[src/rtl/key_cond_pkg.sv]
// Shared types and width helpers for the push-button conditioner.
package key_cond_pkg;

  typedef logic [1:0] hold_state_t;

  localparam hold_state_t HOLD_IDLE   = 2'd0;
  localparam hold_state_t HOLD_HELD   = 2'd1;
  localparam hold_state_t HOLD_LONG   = 2'd2;
  localparam hold_state_t HOLD_REPEAT = 2'd3;

  // Bits needed to hold values 0..max_val.
  function automatic int cnt_width(input int max_val);
    return (max_val < 1) ? 1 : $clog2(max_val + 1);
  endfunction

  function automatic int max_int(input int a, input int b);
    return (a > b) ? a : b;
  endfunction

endpackage

[src/rtl/key_cond_channel.sv]
// One key channel: 2-flop synchroniser, debounce counter, edge pulses and hold FSM.
module key_cond_channel
  import key_cond_pkg::*;
#(
  parameter int ACTIVE_LOW   = 1,
  parameter int DEBOUNCE_CYC = 1_000_000,
  parameter int LONG_CYC     = 50_000_000,
  parameter int REPEAT_CYC   = 10_000_000
) (
  input  logic i_clk,
  input  logic i_rst_n,
  input  logic i_key,
  input  logic i_repeat_en,
  output logic o_level,
  output logic o_press,
  output logic o_release,
  output logic o_long,
  output logic o_repeat
);

  localparam int DBW = cnt_width(DEBOUNCE_CYC);
  localparam int HCW = cnt_width(max_int(LONG_CYC, REPEAT_CYC));

  localparam logic           IDLE_PIN     = (ACTIVE_LOW != 0) ? 1'b1 : 1'b0;
  localparam logic [DBW-1:0] DB_LAST      = DBW'(DEBOUNCE_CYC - 1);
  localparam logic [HCW-1:0] HC_LONG_LAST = HCW'(LONG_CYC - 1);
  localparam logic [HCW-1:0] HC_REP_LAST  = HCW'(REPEAT_CYC - 1);

  logic           sync1_q, sync2_q;
  logic           pressed;
  logic [DBW-1:0] db_cnt_q, db_cnt_d;
  logic           level_q, level_d;
  logic           flip, press_evt, release_evt;
  hold_state_t    state_q, state_d;
  logic [HCW-1:0] hc_q, hc_d;
  logic           long_d, repeat_d;
  logic           press_q, release_q, long_q, repeat_q;

  assign pressed     = (ACTIVE_LOW != 0) ? ~sync2_q : sync2_q;
  assign flip        = (pressed != level_q) && (db_cnt_q == DB_LAST);
  assign press_evt   = flip & pressed;
  assign release_evt = flip & ~pressed;

  // Any cycle where the synchronised pin agrees with the stable level restarts the count.
  always_comb begin
    db_cnt_d = '0;
    level_d  = level_q;
    if (pressed != level_q) begin
      if (db_cnt_q == DB_LAST) begin
        level_d = pressed;
      end else begin
        db_cnt_d = db_cnt_q + 1'b1;
      end
    end
  end

  always_comb begin
    state_d  = state_q;
    hc_d     = hc_q;
    long_d   = 1'b0;
    repeat_d = 1'b0;
    case (state_q)
      HOLD_IDLE: begin
        hc_d = '0;
        if (press_evt) state_d = HOLD_HELD;
      end
      HOLD_HELD: begin
        if (hc_q == HC_LONG_LAST) begin
          long_d  = 1'b1;
          hc_d    = '0;
          state_d = i_repeat_en ? HOLD_REPEAT : HOLD_LONG;
        end else begin
          hc_d = hc_q + 1'b1;
        end
      end
      HOLD_LONG: begin
        hc_d = '0;
        if (i_repeat_en) state_d = HOLD_REPEAT;
      end
      HOLD_REPEAT: begin
        if (!i_repeat_en) begin
          state_d = HOLD_LONG;
          hc_d    = '0;
        end else if (hc_q == HC_REP_LAST) begin
          repeat_d = 1'b1;
          hc_d     = '0;
        end else begin
          hc_d = hc_q + 1'b1;
        end
      end
      default: begin
        state_d = HOLD_IDLE;
        hc_d    = '0;
      end
    endcase
    // Release beats a coincident long/repeat terminal count.
    if (release_evt) begin
      state_d  = HOLD_IDLE;
      hc_d     = '0;
      long_d   = 1'b0;
      repeat_d = 1'b0;
    end
  end

  always_ff @(posedge i_clk or negedge i_rst_n) begin
    if (!i_rst_n) begin
      sync1_q   <= IDLE_PIN;
      sync2_q   <= IDLE_PIN;
      db_cnt_q  <= '0;
      level_q   <= 1'b0;
      state_q   <= HOLD_IDLE;
      hc_q      <= '0;
      press_q   <= 1'b0;
      release_q <= 1'b0;
      long_q    <= 1'b0;
      repeat_q  <= 1'b0;
    end else begin
      sync1_q   <= i_key;
      sync2_q   <= sync1_q;
      db_cnt_q  <= db_cnt_d;
      level_q   <= level_d;
      state_q   <= state_d;
      hc_q      <= hc_d;
      press_q   <= press_evt;
      release_q <= release_evt;
      long_q    <= long_d;
      repeat_q  <= repeat_d;
    end
  end

  assign o_level   = level_q;
  assign o_press   = press_q;
  assign o_release = release_q;
  assign o_long    = long_q;
  assign o_repeat  = repeat_q;

endmodule

[src/rtl/key_conditioner.sv]
// N-channel push-button conditioner producing single-cycle control strobes for the game core.
module key_conditioner
  import key_cond_pkg::*;
#(
  parameter int N_KEYS       = 4,
  parameter int ACTIVE_LOW   = 1,
  parameter int DEBOUNCE_CYC = 1_000_000,
  parameter int LONG_CYC     = 50_000_000,
  parameter int REPEAT_CYC   = 10_000_000
) (
  input  logic              i_clk,
  input  logic              i_rst_n,
  input  logic [N_KEYS-1:0] i_key,
  input  logic [N_KEYS-1:0] i_repeat_en,
  output logic [N_KEYS-1:0] o_level,
  output logic [N_KEYS-1:0] o_press,
  output logic [N_KEYS-1:0] o_release,
  output logic [N_KEYS-1:0] o_long,
  output logic [N_KEYS-1:0] o_repeat
);

  if (DEBOUNCE_CYC < 1 || LONG_CYC < 1 || REPEAT_CYC < 1) begin : g_bad_params
    $error("key_conditioner: DEBOUNCE_CYC, LONG_CYC and REPEAT_CYC must each be >= 1");
  end

  for (genvar k = 0; k < N_KEYS; k++) begin : g_chan
    key_cond_channel #(
      .ACTIVE_LOW  (ACTIVE_LOW),
      .DEBOUNCE_CYC(DEBOUNCE_CYC),
      .LONG_CYC    (LONG_CYC),
      .REPEAT_CYC  (REPEAT_CYC)
    ) u_chan (
      .i_clk      (i_clk),
      .i_rst_n    (i_rst_n),
      .i_key      (i_key[k]),
      .i_repeat_en(i_repeat_en[k]),
      .o_level    (o_level[k]),
      .o_press    (o_press[k]),
      .o_release  (o_release[k]),
      .o_long     (o_long[k]),
      .o_repeat   (o_repeat[k])
    );
  end

endmodule

[config.mk]
export PLATFORM = sky130hd
export DESIGN_NAME = key_conditioner
export DESIGN_NICKNAME = d
export VERILOG_FILES = /design/src/rtl/key_cond_pkg.sv /design/src/rtl/key_cond_channel.sv /design/src/rtl/key_conditioner.sv
export SDC_FILE = /design/constraint.sdc
export NUM_CORES = 1
export LEC_CHECK = 0
export CAP_MARGIN = 10
export CELL_PAD_IN_SITES_DETAIL_PLACEMENT = 1
export CELL_PAD_IN_SITES_GLOBAL_PLACEMENT = 1
export CORE_MARGIN = 2
export CORE_UTILIZATION = 49
export DETAILED_ROUTE_END_ITERATION = 10
export GPL_ROUTABILITY_DRIVEN = 0
export GPL_TIMING_DRIVEN = 0
export PLACE_DENSITY_LB_ADDON = 0.1
export SKIP_LAST_GASP = 1
export SYNTH_ARGS = -nofsm -noshare
export SYNTH_HDL_FRONTEND = slang
export SYNTH_SLANG_ARGS = --single-unit
[constraint.sdc]
create_clock -name i_clk -period 3.3 [get_ports i_clk]
set_input_delay 0.495 -clock i_clk [delete_from_list [all_inputs] [get_ports i_clk]]
set_output_delay 0.495 -clock i_clk [all_outputs]
set_load 0.03 [all_outputs]
==> results.cfg, run 1 <==
[sta]
rsz0062_at_grt = false
fmax_ghz = 0.353
maxSlewHeadroom = 0.405
skew_ps = 12.0
period_share = 0.859
worst_hold_slack_ps = -15.1
hold_viol = 4
min_period_ps = 2840
setup_viol = 0
tightest_slew_ps = 892
slew_violations = 0

[routing]
drc = 0
ant_nets = 0
viasPerCell = 5.47
via_count = 7869
dr.pass1.iters = 4
drtIter0Drc = 286
wire_per_inst_um = 16.2
finalWirelength_mm = 23.3

[clock_tree]
cts_num_sinks = 220
clkTransAtPathRegs_ps = 60
insertion_delay_ps = 510
cts-htree-levels = 1
cts_setup_buffers = 0
cts_buffers = 25
cts_tree = yes
ctsHoldBuffers = 0
cts-root-buf = clkbuf_16
cts_resized = 0
clockBufferDepth = 3

[setup_path]
cp.required_ps = 3680
cp-end-kind = flop
rr_worst_depth = 8
cp_max_fo = 10
cp-startpoint = g_chan[3].u_chan.db_cnt_q[6]$_DFF_PN0_
worstPathArrival_ps = 3210
rr_startpoint = g_chan[3].u_chan.db_cnt_q[6]$_DFF_PN0_
path_cells = nor4b_1 -> nand4_1 -> or2_2 -> clkbuf_1 -> nand2b_1 -> clkbuf_1 -> clkbuf_1 -> nor2_1
path_common_cell = clkbuf_1
critPathTopFamily = simple AND/OR/NAND/NOR gates
worstSetupPathType = flop to flop
crit_buf_inv = 3
start_kind = flop
worst_path_max_delay_cell = dfrtp_1
rr_endpoint = g_chan[3].u_chan.db_cnt_q[16]$_DFF_PN0_
r2r_slack_ps = 460
cpPeakStageDelay_ps = 450

[global_routing]
met3_usage = 0.0295
grt_pass1_wl_mm = 40.2
grt_usage = 0.212
globalRouteOverflowTotal = 0
grt.busiest_layer = met2
grtUsageMet1 = 0.302
antenna_found_initial = 0
grt_use_met2 = 0.352
grt_pass1_vias = 8280
grt_start_max_net_pins = 113

[synthesis]
ys.flop_type = dfrtp_1
synth_edf_count = 0
synth_area_leaders = dfrtp_1 (50%), nor2_1 (8.3%), xnor2_1 (7.1%), xor2_1 (6.8%), nand3_1 (3.2%)
synthXorXnorAreaFrac = 0.139
ys_warn_count = 0
synth_top_area_frac = 0.500
ys_ff_latch = 220
ys_seq_area_frac = 0.520
synth_adder_area_share = 0.00943
synth_compound_area_frac = 0.0301
yosys.cell_types.count = 46
synth_area_mm2 = 0.0106
synth_fp_nets = 1105
async_reset_ff_frac = 1.00
synth_cells = 1087
synth_area_per_cell_um2 = 9.77
synthMuxAreaShare = 0
synth_top_family_by_area = simple AND/OR/NAND/NOR gates
yosys.area_share.simple = 0.268
synth_top_area_cell = dfrtp_1

[placed_design]
placed_area_mm2 = 0.0113
place_hpwl_mm = 15.7
port-buffer-count = 29

[die]
io_pins = 30
dieHeight_um = 151
dieArea_mm2 = 0.0229
die_w_um = 151
fp.coreArea_mm2 = 0.0212
initial_utilization = 0.502
core.rowCount = 53

[flow_run]
max_cap_violations = 0

[finish]
fillCellCount = 2387
nNetsFinal = 1164
design_area_mm2 = 0.0121
num_antenna_cells = 0
area_delta_synth_final_pct = 13.9
multiInputGateArea_mm2 = 0.00474
drive_gt1_frac = 0.0808
seqCellArea_mm2 = 0.00552

[power_and_ir_drop]
power.leakage_nw = 4.89
power_mw = 5.71
peakVddDrop_v = 0.000335
power_density_mw_per_mm2 = 472

[status]
status = finished with violations
violations = negative hold slack

[worst_hold_path]
min_path_type = input port to async pin
## routing by layer
metal,part of all wire,up-vias,routed length (um)
li1,-,3822,-
met1,0.49,3958,11400
met2,0.48,62,11100
met3,0.023,27,536
met4,0.014,0,333
met5,0,-,0
## worst max path at each step
stage                                               to  slack, ps  cells past startpoint
2_1_floorplan      g_chan[2].u_chan.hc_q[10]$_DFF_PN0_       1030                      7
3_3_place_gp       g_chan[3].u_chan.o_repeat$_DFF_PN0_      -7800                      1
3_5_place_dp   g_chan[3].u_chan.db_cnt_q[16]$_DFF_PN0_        450                      8
4_1_cts        g_chan[3].u_chan.db_cnt_q[16]$_DFF_PN0_        430                      8
5_1_grt        g_chan[3].u_chan.db_cnt_q[18]$_DFF_PN0_        210                      8
6_report       g_chan[3].u_chan.db_cnt_q[16]$_DFF_PN0_        460                      8
## kinds of logic (layout without fill, tap and decap cells)
group	after synthesis	after routing
AOI/OAI and AO/OA	42	42
xor gates and xnor gates	168	168
adders and majority gates	8	8
buffers and inverters	66	143
DFF	220	220
and+or+nand+nor	583	583
## flip-flops by register name, summed over array words and instances (netlist names)
register	cells
g_chan.u_chan.sync1_q	4
g_chan.u_chan.state_q	8
g_chan.u_chan.o_repeat	4
g_chan.u_chan.o_level	4
g_chan.u_chan.hc_q	104
g_chan.u_chan.db_cnt_q	80
g_chan.u_chan.o_long	4
g_chan.u_chan.o_press	4
g_chan.u_chan.sync2_q	4
g_chan.u_chan.o_release	4
## final cells by class
| type | count | area share |
|---|---|---|
| multi-input cells | 801 | 0.392 |
| plain buffers | 40 | 0.0220 |
| flip-flops and latches | 220 | 0.456 |
| repair buffers | 32 | 0.0275 |
| clock buffers | 36 | 0.0601 |
| clock inverters | 9 | 0.00580 |
| well taps | 275 | 0.0285 |
| inverters | 26 | 0.00807 |
## stage by stage
stage | utilization | setup slack [ps] | hold WS (ps) | std cells | setup TNS (ps)
6_report | 0.572 | 464 | -15.1 | 1439 | 0
3_5_place_dp | 0.533 | 446 | 349 | 1392 | 0
2_1_floorplan | - | 1030 | 199 | 1087 | 0
5_1_grt | 0.572 | 215 | 74.8 | 1439 | 0
3_3_place_gp | 0.532 | -7800 | 346 | 1391 | -1687850
4_1_cts | 0.571 | 427 | 81.3 | 1437 | 0
## placed cells by master, fill, tap and decap left out, types with 26 or more instances in the layout
cell and count:
nand2_1 76, xnor2_1 86, dfrtp_1 212, nand3_1 68, nor2_1 234, clkdlybuf4s50_1 28
nor3_1 51, inv_1 26, xor2_1 82, nand4_1 51
## report_power, final
part,internal (mW),switching (mW),total (mW),leakage [nW]
combinational,0.0765,0.137,0.213,1.47
sequential,2.76,0.0702,2.83,3.02
clock,1.60,1.07,2.66,0.403
## cells in the mapped netlist, drive strengths merged (4+ instances only)
library cell and count:
nor2 234, dfrtp 212, xnor2 86, xor2 82, nand2 76, nand3 68, nand4 51, nor3 51
buf 31, inv 26, and3 22, nor4 20, and4 13, a21oi 11, clkbuf 9, o21ai 9
dfstp 8, ha 8, nor4b 7, or3 7, or4 7, a31oi 6, or2 5, a41oi 4
and2 4, nand4b 4, o221ai 4
Power figures use the tool's default switching activity.
==> run 2: changes to the inputs <==
- SKIP_LAST_GASP: 1 -> unset
==> results of run 2 <==
Final layout, timing and power as in run 1 (identical DEF).
==> run 3: changes to the inputs <==
- CORE_MARGIN: 2 -> 3
==> run 3 against run 2 <==
- the flow now finishes without violations
- worst hold slack improved by 370 ps
- global-route usage decreased by 0.71 points
- sequential power about the same
- via count about the same
- maximum frequency increased by 3.1%
- non-clock buffer count increased by 1
- cell count increased by 0.14%
- clock power increased by 4%
- routed wire length increased by 1.1%
- power increased by 1.7%
- critical path depth increased by 1
- sequential cell count unchanged
- largest power group unchanged
- highest routed layer unchanged
==> results.cfg, run 3 (same netlist as run 1, synthesis figures left out) <==
[power_and_ir_drop]
power.leakage_nw = 4.92
pwr-share-comb = 0.037
swShare = 0.224
power_density_mw_per_mm2 = 478
p_int_mw = 4.50
switchingPower_mw = 1.30
peakVddDrop_v = 0.000387
p_seq_frac = 0.487
p_clk_frac = 0.476

[sta]
min_period_ps = 2750
fmax_ghz = 0.363
tightest_slew_ps = 1180
skew_ps = 25.1
setup_viol = 0
timing.final.ws_setup_ps = 548
period_share = 0.834
rsz0062_at_grt = false
maxSlewHeadroom = 0.205
hold_viol = 0
slew_violations = 0

[global_routing]
grt_pass1_wl_mm = 41.4
grt_usage = 0.205
grt_pass1_vias = 8451
antenna_found_initial = 0
grt_start_max_net_pins = 89
globalRouteOverflowTotal = 0

[routing]
via_count = 7873
wire_per_inst_um = 16.3
drtIter0Drc = 290
ant_nets = 0
drc = 0
viasPerCell = 5.46
finalWirelength_mm = 23.5
dr.pass1.iters = 4

[die]
die_w_um = 153
fp.coreArea_mm2 = 0.0212
initial_utilization = 0.502
dieHeight_um = 153
io_pins = 30
dieArea_mm2 = 0.0235
core.rowCount = 53

[clock_tree]
cts_num_sinks = 220
insertion_delay_ps = 530
cts_resized = 0
cts-root-buf = clkbuf_16
cts_buffers = 25
cts-htree-levels = 1
clkTransAtPathRegs_ps = 60
cts_tree = yes
clockBufferDepth = 3

[finish]
nNetsFinal = 1165
finalNonFillerCells = 1441
layout_commonest_cell = nor2_1
area_delta_synth_final_pct = 14.4
largest_register_ffs = 104
regMostFlops = g_chan.u_chan.hc_q
drive_gt1_frac = 0.0815
final_cell_mix = nor2_1 (234), dfrtp_1 (212), xnor2_1 (86)
fillCellCount = 2368
multiInputGateArea_mm2 = 0.00474
num_antenna_cells = 0
seqCellArea_mm2 = 0.00552
reg_top3 = g_chan.u_chan.hc_q x104, g_chan.u_chan.db_cnt_q x80, g_chan.u_chan.state_q x8

[setup_path]
worstSetupPathType = flop to flop
path_cells = ha_1 -> and4_1 -> nand2_1 -> or2_2 -> clkbuf_1 -> nand2b_1 -> clkbuf_1 -> clkbuf_1 -> nor2_1
cp.required_ps = 3680
cp_max_fo = 10
crit_buf_inv = 3
cpPeakStageDelay_ps = 430
worstPathArrival_ps = 3130
worst_path_max_delay_cell = clkbuf_1
path_common_cell = clkbuf_1
cp-end-kind = flop
start_kind = flop
critPathTopFamily = buffers and inverters

[placed_design]
dp.cells = 1393
place_hpwl_mm = 15.8
port-buffer-count = 29
preCtsSetupSlack_ps = 525

[status]
status = finished, final reports clean

[flow_run]
max_cap_violations = 0

[worst_hold_path]
min_path_type = flop to flop
==> run 3: changes by cell type in the layout (fill, tap and decap cells not counted) <==
| cell | previous run | this run |
|---|---|---|
| bufinv_16 | 1 | 2 |
| clkbuf_2 | 2 | 1 |
| dlygate4sd3_1 | 0 | 1 |
| buf_16 | 1 | 2 |
| inv_6 | 0 | 1 |
| clkbuf_8 | 6 | 5 |
==> run 3: worst paths after layout <==
kind | slack (ps) | cells past startpoint | start | end
worst min-delay path | 360 | 0 | g_chan[2].u_chan.sync1_q$_DFF_PN1_ | g_chan[2].u_chan.sync2_q$_DFF_PN1_
min in group asynchronous | 480 | 2 | i_rst_n | g_chan[2].u_chan.db_cnt_q[11]$_DFF_PN0_
max in group asynchronous | 2050 | 3 | i_rst_n | g_chan[0].u_chan.db_cnt_q[18]$_DFF_PN0_
worst max-delay path | 550 | 9 | g_chan[3].u_chan.db_cnt_q[0]$_DFF_PN0_ | g_chan[3].u_chan.db_cnt_q[13]$_DFF_PN0_
worst min register to register | 360 | 0 | g_chan[2].u_chan.sync1_q$_DFF_PN1_ | g_chan[2].u_chan.sync2_q$_DFF_PN1_
worst max register to register | 550 | 9 | g_chan[3].u_chan.db_cnt_q[0]$_DFF_PN0_ | g_chan[3].u_chan.db_cnt_q[13]$_DFF_PN0_
==> run 3: layout make-up <==
cell class,instances,area share
Timing Repair Buffer,33,0.0301
Buffer,40,0.0219
Inverter,26,0.00803
Clock buffer,35,0.0587
Sequential cell,220,0.454
Tap cell,275,0.0283
Multi-Input combinational cell,801,0.390
Clock inverter,11,0.00896
==> run 3: power groups by stage <==
stage / Combinational (mW) / Clock, mW / Sequential (mW)
after floorplan: 0.116 / 0 / 2.86
after CTS: 0.224 / 2.85 / 2.83
after global routing: 0.250 / 2.98 / 2.84
after global placement: 0.201 / 0 / 2.87
after detailed placement: 0.220 / 0 / 2.87
final: 0.214 / 2.76 / 2.83
==> run 3: what timing repair did <==
item                                   in CTS  in global routing
buffers inserted                            0                  0
hold buffers                                1                  0
endpoints found under the hold margin      47                  0
==> run 3: worst register-to-register path, delay by kind of cell (launching register included) <==
family | cells | cell delay, ps
fa+ha+maj | 1 | 250
simple gates | 5 | 960
flops | 1 | 390
buf+inv | 3 | 1030
==> run 3: per-stage QoR <==
step / power, mW / TNS [ps] / hold slack, ps / utilization / area [um2]
final: 5.80 / 0 / 356 / 0.574 / 12100
after global routing: 6.06 / 0 / 351 / 0.574 / 12100
after CTS: 5.90 / 0 / 343 / 0.574 / 12100
after detailed placement: 3.09 / 0 / 348 / 0.535 / 11300
after global placement: 3.07 / -1666240 / 346 / 0.532 / 11300
after floorplan: 2.97 / 0 / 199 / - / 10600
==> run 3: metal layers <==
layer  up-vias  track usage  part of all wire
li1       3827            -                 -
met1      3934        0.287              0.48
met2        77        0.339              0.48
met3        35       0.0294             0.027
met4         0       0.0530             0.018
met5         -            0                 0
